`src/rtl/seg7_bcd_updown_counter.sv`:
```
// seg7_bcd_updown_counter
//   N-digit BCD up/down counter with a prescaled count step, parallel load with
//   per-nibble clamping, a wrap flag and a multiplexed active-low 7-segment drive.
//   Build option: define SEG7_LZ_BLANK_EN to blank leading zero digits on the
//   display. count/tick/wrap behave identically in both builds.
module seg7_bcd_updown_counter #(
  parameter int NUM_DIGITS = 4,
  parameter int TICK_DIV   = 100_000_000,
  parameter int SCAN_DIV   = 100_000
) (
  input  logic                    clk,
  input  logic                    rst_n,
  input  logic                    en,
  input  logic                    up_dn,
  input  logic                    load,
  input  logic [4*NUM_DIGITS-1:0] load_val,
  output logic [4*NUM_DIGITS-1:0] count,
  output logic                    tick,
  output logic                    wrap,
  output logic [NUM_DIGITS-1:0]   an,
  output logic [6:0]              seg
);

  localparam int PW = (TICK_DIV > 1) ? $clog2(TICK_DIV) : 1;
  localparam int SW = (SCAN_DIV > 1) ? $clog2(SCAN_DIV) : 1;
  localparam int IW = (NUM_DIGITS > 1) ? $clog2(NUM_DIGITS) : 1;

  logic [PW-1:0]           presc_reg;
  logic [4*NUM_DIGITS-1:0] digits_reg;
  logic                    tick_reg;
  logic                    wrap_reg;
  logic [SW-1:0]           scan_cnt_reg;
  logic [IW-1:0]           scan_idx_reg;
  logic [NUM_DIGITS-1:0]   an_reg;
  logic [6:0]              seg_reg;

  logic [4*NUM_DIGITS-1:0] inc_next;
  logic [4*NUM_DIGITS-1:0] dec_next;
  logic [4*NUM_DIGITS-1:0] clamp_next;
  logic                    carry_out;
  logic                    borrow_out;
  logic [NUM_DIGITS-1:0]   an_next;
  logic [6:0]              seg_next;
  logic                    blank;
  logic [3:0]              digit_arr [NUM_DIGITS];
  logic [NUM_DIGITS-1:0]   digit_zero;

  // Active-low {g,f,e,d,c,b,a}; non-BCD codes show blank.
  function automatic logic [6:0] dec7(input logic [3:0] v);
    case (v)
      4'd0:    dec7 = 7'b1000000;
      4'd1:    dec7 = 7'b1111001;
      4'd2:    dec7 = 7'b0100100;
      4'd3:    dec7 = 7'b0110000;
      4'd4:    dec7 = 7'b0011001;
      4'd5:    dec7 = 7'b0010010;
      4'd6:    dec7 = 7'b0000010;
      4'd7:    dec7 = 7'b1111000;
      4'd8:    dec7 = 7'b0000000;
      4'd9:    dec7 = 7'b0010000;
      default: dec7 = 7'b1111111;
    endcase
  endfunction

  // Per-digit views: array form for the scan mux, zero flags, clamped load nibbles.
  generate
    for (genvar gi = 0; gi < NUM_DIGITS; gi++) begin : g_digit
      assign digit_arr[gi]  = digits_reg[4*gi +: 4];
      assign digit_zero[gi] = (digits_reg[4*gi +: 4] == 4'd0);
      assign clamp_next[4*gi +: 4] = (load_val[4*gi +: 4] > 4'd9) ? 4'd9 : load_val[4*gi +: 4];
    end
  endgenerate

  // Ripple BCD increment and decrement of the whole digit vector.
  always_comb begin
    logic c;
    logic b;
    inc_next = digits_reg;
    dec_next = digits_reg;
    c = 1'b1;
    b = 1'b1;
    for (int k = 0; k < NUM_DIGITS; k++) begin
      if (c) inc_next[4*k +: 4] = (digits_reg[4*k +: 4] == 4'd9) ? 4'd0 : digits_reg[4*k +: 4] + 4'd1;
      if (b) dec_next[4*k +: 4] = (digits_reg[4*k +: 4] == 4'd0) ? 4'd9 : digits_reg[4*k +: 4] - 4'd1;
      c = c & (digits_reg[4*k +: 4] == 4'd9);
      b = b & (digits_reg[4*k +: 4] == 4'd0);
    end
    carry_out  = c;
    borrow_out = b;
  end

  // Prescaler, count step and load; load wins and suppresses the step pulse.
  always_ff @(posedge clk or negedge rst_n) begin
    if (!rst_n) begin
      presc_reg  <= '0;
      digits_reg <= '0;
      tick_reg   <= 1'b0;
      wrap_reg   <= 1'b0;
    end else begin
      tick_reg <= 1'b0;
      wrap_reg <= 1'b0;
      if (load) begin
        digits_reg <= clamp_next;
        presc_reg  <= '0;
      end else if (en) begin
        if (presc_reg == PW'(TICK_DIV - 1)) begin
          presc_reg <= '0;
          tick_reg  <= 1'b1;
          if (up_dn) begin
            digits_reg <= inc_next;
            wrap_reg   <= carry_out;
          end else begin
            digits_reg <= dec_next;
            wrap_reg   <= borrow_out;
          end
        end else begin
          presc_reg <= presc_reg + PW'(1);
        end
      end
    end
  end

  // Display mux: anode and cathode for the currently selected digit.
  always_comb begin
    an_next = ~(NUM_DIGITS'(1) << scan_idx_reg);
    blank   = 1'b0;
`ifdef SEG7_LZ_BLANK_EN
    // Blank when a non-ones digit and every more significant digit are zero.
    blank = (scan_idx_reg != '0);
    for (int k = 0; k < NUM_DIGITS; k++) begin
      if ((k >= int'(scan_idx_reg)) && !digit_zero[k]) blank = 1'b0;
    end
`endif
    seg_next = blank ? 7'b1111111 : dec7(digit_arr[scan_idx_reg]);
  end

  // Free-running scan timer and index; an/seg registered together.
  always_ff @(posedge clk or negedge rst_n) begin
    if (!rst_n) begin
      scan_cnt_reg <= '0;
      scan_idx_reg <= '0;
      an_reg       <= '1;
      seg_reg      <= 7'b1111111;
    end else begin
      an_reg  <= an_next;
      seg_reg <= seg_next;
      if (scan_cnt_reg == SW'(SCAN_DIV - 1)) begin
        scan_cnt_reg <= '0;
        scan_idx_reg <= (scan_idx_reg == IW'(NUM_DIGITS - 1)) ? '0 : scan_idx_reg + IW'(1);
      end else begin
        scan_cnt_reg <= scan_cnt_reg + SW'(1);
      end
    end
  end

  assign count = digits_reg;
  assign tick  = tick_reg;
  assign wrap  = wrap_reg;
  assign an    = an_reg;
  assign seg   = seg_reg;

endmodule

```
`config.mk`:
```
export PLATFORM = sky130hd
export DESIGN_NAME = seg7_bcd_updown_counter
export DESIGN_NICKNAME = d
export VERILOG_FILES = /design/src/rtl/seg7_bcd_updown_counter.sv
export SDC_FILE = /design/constraint.sdc
export NUM_CORES = 1
export LEC_CHECK = 0
export ABC_AREA = 1
export CAP_MARGIN = 20
export CORE_AREA = 4 4 112 114
export DETAILED_ROUTE_END_ITERATION = 7
export DIE_AREA = 0 0 116 118
export GPL_ROUTABILITY_DRIVEN = 0
export PLACE_DENSITY = 0.62
export SYNTH_ARGS = -nofsm -noshare
export SYNTH_HDL_FRONTEND = slang
export SYNTH_SLANG_ARGS = --single-unit
```
`constraint.sdc`:
```
create_clock -name clk -period 1.5 [get_ports clk]
set_input_delay 0.3 -clock clk [delete_from_list [all_inputs] [get_ports clk]]
set_output_delay 0.3 -clock clk [all_outputs]
set_load 0.03 [all_outputs]
```
==> results of run 1 <==
==> cells by family (layout without fill, tap and decap cells) <==
family / after synthesis / after routing
xor gates and xnor gates: 15 / 15
DFF: 75 / 75
and+or+nand+nor: 446 / 446
buffers and inverters: 115 / 305
adders and majority gates: 11 / 11
AOI/OAI and AO/OA: 60 / 60
==> power by group <==
group | leakage (nW) | switching [mW] | internal [mW]
Combinational | 2.61 | 1.57 | 1.15
Clock | 0.155 | 0.908 | 1.44
Sequential | 0.954 | 0.236 | 2.28
Total | 3.72 | 2.71 | 4.88
==> cells in the mapped netlist, types with 2 or more instances <==
cell      number  area, um^2
nand3_2        2       20.02
xor2_1        13       113.9
nand2_1      210       788.3
buf_2          9       45.04
nor2_1       102       382.9
xnor2_1        2       17.52
inv_1         96       360.4
o21ai_0       29       145.1
buf_6          3       33.78
nor2_2        10       62.56
o221ai_1       3       26.28
nor4_1         2       12.51
o21ai_2        4       35.03
nand4_1       30       187.7
ha_1          11       137.6
a21oi_1       16       80.08
dfstp_2       11       289.0
o211ai_1       2       15.01
o21bai_1       2       15.01
dfrtp_1       64        1602
inv_2          3       11.26
nand3_1       66       330.3
nand2_2        4       25.02
nor3_1        12       60.06
o21ai_1        2       10.01
nand2_4        2       22.52
==> critical path: cells and delay by family, from the launching register on <==
| kind | cells | cell delay (ps) |
|---|---|---|
| and+or+nand+nor | 3 | 210 |
| AOI/OAI and AO/OA | 3 | 380 |
| adders and majority gates | 1 | 160 |
| DFF | 1 | 490 |
| buffers and inverters | 3 | 280 |
==> routing by layer <==
layer	track usage [%]	share of wire, %	vias to the layer above
met4	8.920	3.0	0
met1	27.49	41	2581
met5	0	0	-
li1	-	-	2679
met2	36.40	51	207
met3	3.599	5.9	33
==> worst paths after layout <==
kind | from | endpoint | slack [ps] | cells past startpoint
max | scan_idx_reg[0] | seg[5] | -90 | 10
min | rst_n | count[15] | 380 | 2
max reg2reg | scan_idx_reg[0] | seg[5] | -90 | 10
min reg2reg | scan_cnt_reg[14] | scan_cnt_reg[14] | 500 | 1
max in group asynchronous | rst_n | an[0] | 620 | 3
min in group clk | scan_cnt_reg[14] | scan_cnt_reg[14] | 500 | 1
==> per-stage QoR <==
stage | power (mW) | cells
global placement | 4.937 | 1017
detailed placement | 4.982 | 1017
CTS | 7.440 | 1043
global route | 8.027 | 1055
finish | 7.589 | 1055
floorplan | 3.884 | 722
==> what timing repair did <==
item	CTS	global route
pin swaps	27	47
buffers inserted	9	12
hold buffers	1	0
endpoints found under the hold margin	8	0
resized for setup	133	101
gates cloned	0	2
setup endpoints to repair	80	71
==> cell type report <==
type                            count  area (um^2)  share of cell area [%]
Clock buffer                       12        267.8                   3.527
Clock inverter                      4        55.05                  0.7252
Inverter                          101        404.1                   5.324
Multi-Input combinational cell    532         3083                   40.61
Sequential cell                    75         1908                   25.14
Tap cell                          143        178.9                   2.357
Timing Repair Buffer              186         1669                   21.99
Timing Repair inverter              2        25.02                  0.3297
==> flow_summary.ini, run 1 <==
[timing]
fin_crit_ps = 1593
setup_viol = 37
setup_tns_ps = -1775
timing.hold.ws_ps = 381.4
hold_violations = 0
worst_pin_slew_ps = 344.4
relSlewSlack_pct = 76.83
setup_ws_ps = -92.73
clock_skew_ps = 8.804
fin_crit_sh_pct = 106.2
finalMaxSlewViolations = 0
rsz0062_at_grt = yes
max_freq_mhz = 627.9

[power]
p_per_area_nw_per_um2 = 999.8
p_leak_nw = 3.719
peakVddDrop_mv = 0.8612

[final_layout]
antennaDiodeCount = 0
layout.nets = 939
layout_commonest_cell = nand2_1
area_delta_synth_final_pct = 54.26
final_cell_mix = nand2_1 (182), buf_4 (119), inv_1 (83)
final_util_pct = 66.48
final_area_um2 = 7591
drive_above_1_share_pct = 35.96
largest_reg_flops = 27
fillCellCount = 936

[critical_path]
cp_common_cell = o21ai_4
crit_arrival_ps = 1870
crit_path_start_kind = flop
endpoint_kind = flop
required_ps = 1780
max_stage_delay_ps = 490
critPathSlowestCell = dfrtp_2
path_cells = buf_6, a21oi_4, o21ai_4, nand2_4, inv_6, ha_4, o21ai_4, inv_2, nand2_2, nand2_1
criticalPathCategory = reg -> reg
cp_max_fo = 8

[grt]
grt_pass1_vias = 5146
grt_use_total_pct = 21.75
grt_antenna_before_repair = 0
grt_max_degree = 31
grt_pass1_wl_um = 24050
overflow = 0

[clock_tree]
cts_tree = done
cts.path.max_buffers = 2
clk_latency_ps = 350
cts_buffers = 9
clock_sinks = 75
root_buffer = clkbuf_16
clkTransAtPathRegs_ps = 60
cts_max_level = 3

[logic_synthesis]
synth-seq-cells = 75
yosys_most_used_dff = dfrtp_1
synth-xor-area-share_pct = 2.670
synth_cells = 722
syn-cell-area_um2 = 4921
synthAdderAreaFrac_pct = 2.797
yosysSeqAreaShare_pct = 38.42
synth_edf_count = 0
async_flop_share_pct = 100.0
synth_fp_nets = 754
ys_types = 38
syn_area_per_cell_um2 = 6.816
synth-simple-area-share_pct = 39.54
synth-compound-area-share_pct = 6.941
synth_top_family_by_area = simple AND/OR/NAND/NOR gates
synthMuxAreaShare_pct = 0
yosysWarnings = 0

[routing]
via_count = 5500
first_iter_violations = 519
wl_per_cell_um = 14.42
dr.pass1.iters = 5
wl_um = 15210
drc = 0
ant_nets = 0
vias_per_cell = 5.213

[place]
dp_hpwl_um = 10430
placed_area_um2 = 6495
pre_cts_slack_ps = -424.2
numPortBuffers = 49

[die]
die_h_um = 118
core_area_um2 = 11420
start_util_pct = 43.10
dieArea_um2 = 13690
pin_count = 50
rows = 39
fp.dieW_um = 116

[job]
drv_cap = 0

[status]
failed_checks = setup timing
status = finished with violations

[worst_hold_path]
hold_class = in -> async
(Power assumes the default switching activity.)
==> run 2: changes to the inputs <==
==> constraint.sdc (replaced) <==
create_clock -name clk -period 1.5 [get_ports clk]
set_input_delay 0.3 -clock clk [delete_from_list [all_inputs] [get_ports clk]]
set_output_delay 0.3 -clock clk [all_outputs]
set_load 0.02 [all_outputs]
==> run 2 against run 1 <==
  * Count of clock-buffer cells in the layout unchanged
  * Critical path depth is 1 higher
  * Critical path type unchanged
  * Sequential share of layout area barely moved
  * Final cell count grew 1.2%
  * Register-to-register slack about the same
  * Total power down 5.6%
  * The flow still finishes with violations (setup timing)
  * Core utilization barely moved
  * Largest power group unchanged
  * Non-clock buffer count grew 14
  * Sequential cell count unchanged
==> flow_summary.ini, run 2 (synthesis results as in run 1) <==
[routing]
vias_per_cell = 5.111
drc = 0
dr.pass1.iters = 8
ant_nets = 0
via_count = 5459
wl_um = 15080
first_iter_violations = 449
wl_per_cell_um = 14.12

[critical_path]
required_ps = 1730
cp_max_fo = 8
crit_arrival_ps = 1840
reg2reg_to = presc_reg[19]
criticalPathCategory = reg -> reg
r2r_slack_ps = -100
rr_startpoint = presc_reg[8]
reg2reg_depth = 11
endpoint_kind = flop
crit_path_start_kind = flop

[grt]
top_usage_layer = met2
overflow = 0
grt_use_met1_pct = 26.99
grt_pass1_wl_um = 24120
grt_antenna_before_repair = 0
grt_pass1_vias = 5292
grt_use_total_pct = 21.70
use_met3_pct = 3.856
grt_max_degree = 35
met2_usage_pct = 36.98

[status]
status = finished with violations
failed_checks = setup timing

[final_layout]
largest_reg_flops = 27
final_util_pct = 66.51
final_area_um2 = 7595
drive_above_1_share_pct = 34.59
final_cell_mix = nand2_1 (183), buf_4 (126), nor2_1 (85)
layout.nets = 952
antennaDiodeCount = 0
area_delta_synth_final_pct = 54.34
layout_commonest_cell = nand2_1

[power]
p_int_mw = 4.601
p_comb_share_pct = 36.3
power_frac_clock_pct = 28.4
p_switching_mw = 2.566
peakVddDrop_mv = 0.7306
switching_share_pct = 35.81
p_per_area_nw_per_um2 = 943.7
pwr-share-seq_pct = 35.3
p_leak_nw = 3.774

[timing]
clock_skew_ps = 5.985
finalMaxSlewViolations = 0
worst_pin_slew_ps = 315.3
setup_tns_ps = -1948
hold_violations = 0
fin_crit_ps = 1604
setup_ws_ps = -104.1
rsz0062_at_grt = yes
max_freq_mhz = 623.4
fin_crit_sh_pct = 106.9
relSlewSlack_pct = 78.91
setup_viol = 45

[clock_tree]
clkTransAtPathRegs_ps = 60
root_buffer = clkbuf_16
cts_tree = done
cts.path.max_buffers = 2
clk_latency_ps = 340
cts_max_level = 3
clock_sinks = 75
cts_buffers = 9

[die]
core_area_um2 = 11420
dieArea_um2 = 13690
pin_count = 50
rows = 39
fp.dieW_um = 116
die_h_um = 118
start_util_pct = 43.10

[place]
pre_cts_slack_ps = -434.9
numPortBuffers = 49
placed_area_um2 = 6459
dp_hpwl_um = 10700

[worst_hold_path]
hold_class = in -> async

[job]
drv_cap = 0
run 2: how the worst max path moves through the flow:
stage | slack, ps | to | start
after global placement | -390 | presc_reg[26] | load
after global routing | -180 | count[9] | presc_reg[1]
after detailed placement | -430 | count[9] | load
after floorplan | -10 | seg[5] | count[5]
final | -100 | presc_reg[19] | presc_reg[8]
after CTS | -70 | presc_reg[12] | presc_reg[1]
run 2: worst max-delay path, stage by stage, from the launching register on:
cell and delay (ps):
dfrtp_1 430, inv_2 90, nand2_1 60, nor2_1 120, nand2_2 100, nor2_4 100
nand2_2 80, nand2_4 130, nand2_8 120, buf_12 170, o21ai_2 50, nor2_1 50
run 2: area by class of cell:
class	count	area [um^2]
fill	924	3824
multi-input combinational	532	3102
sequential	75	1907
timing repair buffer	200	1717
inverter	101	409.1
clock buffer	12	246.5
tap	143	178.9
clock inverter	4	26.28
timing repair inverter	1	8.758
run 2: power by group through the flow:
| stage | Sequential, mW | Combinational [mW] | Clock, mW |
|---|---|---|---|
| final | 2.53 | 2.60 | 2.03 |
| after floorplan | 2.72 | 0.989 | 0 |
| after detailed placement | 2.53 | 2.30 | 0 |
| after global routing | 2.57 | 2.87 | 2.17 |
| after CTS | 2.50 | 2.42 | 2.08 |
| after global placement | 2.52 | 2.26 | 0 |
run 2: through the flow:
stage	total power, mW	hold WS [ps]	instances
final	7.167	382.0	1068
after global placement	4.778	202.0	1021
after detailed placement	4.834	205.7	1021
after floorplan	3.708	4.409	722
after CTS	7.000	374.9	1056
after global routing	7.602	413.1	1068
run 2: repair_timing:
item	CTS	global route
buffers inserted	18	13
gates resized for setup	122	119
pin swaps	37	45
setup endpoints to repair	77	85
endpoints found under the hold margin	6	0
hold buffers	1	0
cloned	0	1
run 2: routing by layer:
layer / vias to the layer above / part of all wire [%]
met1: 2562 / 42
met4: 0 / 2.7
met3: 31 / 4.9
met2: 158 / 50
met5: - / 0
li1: 2708 / -
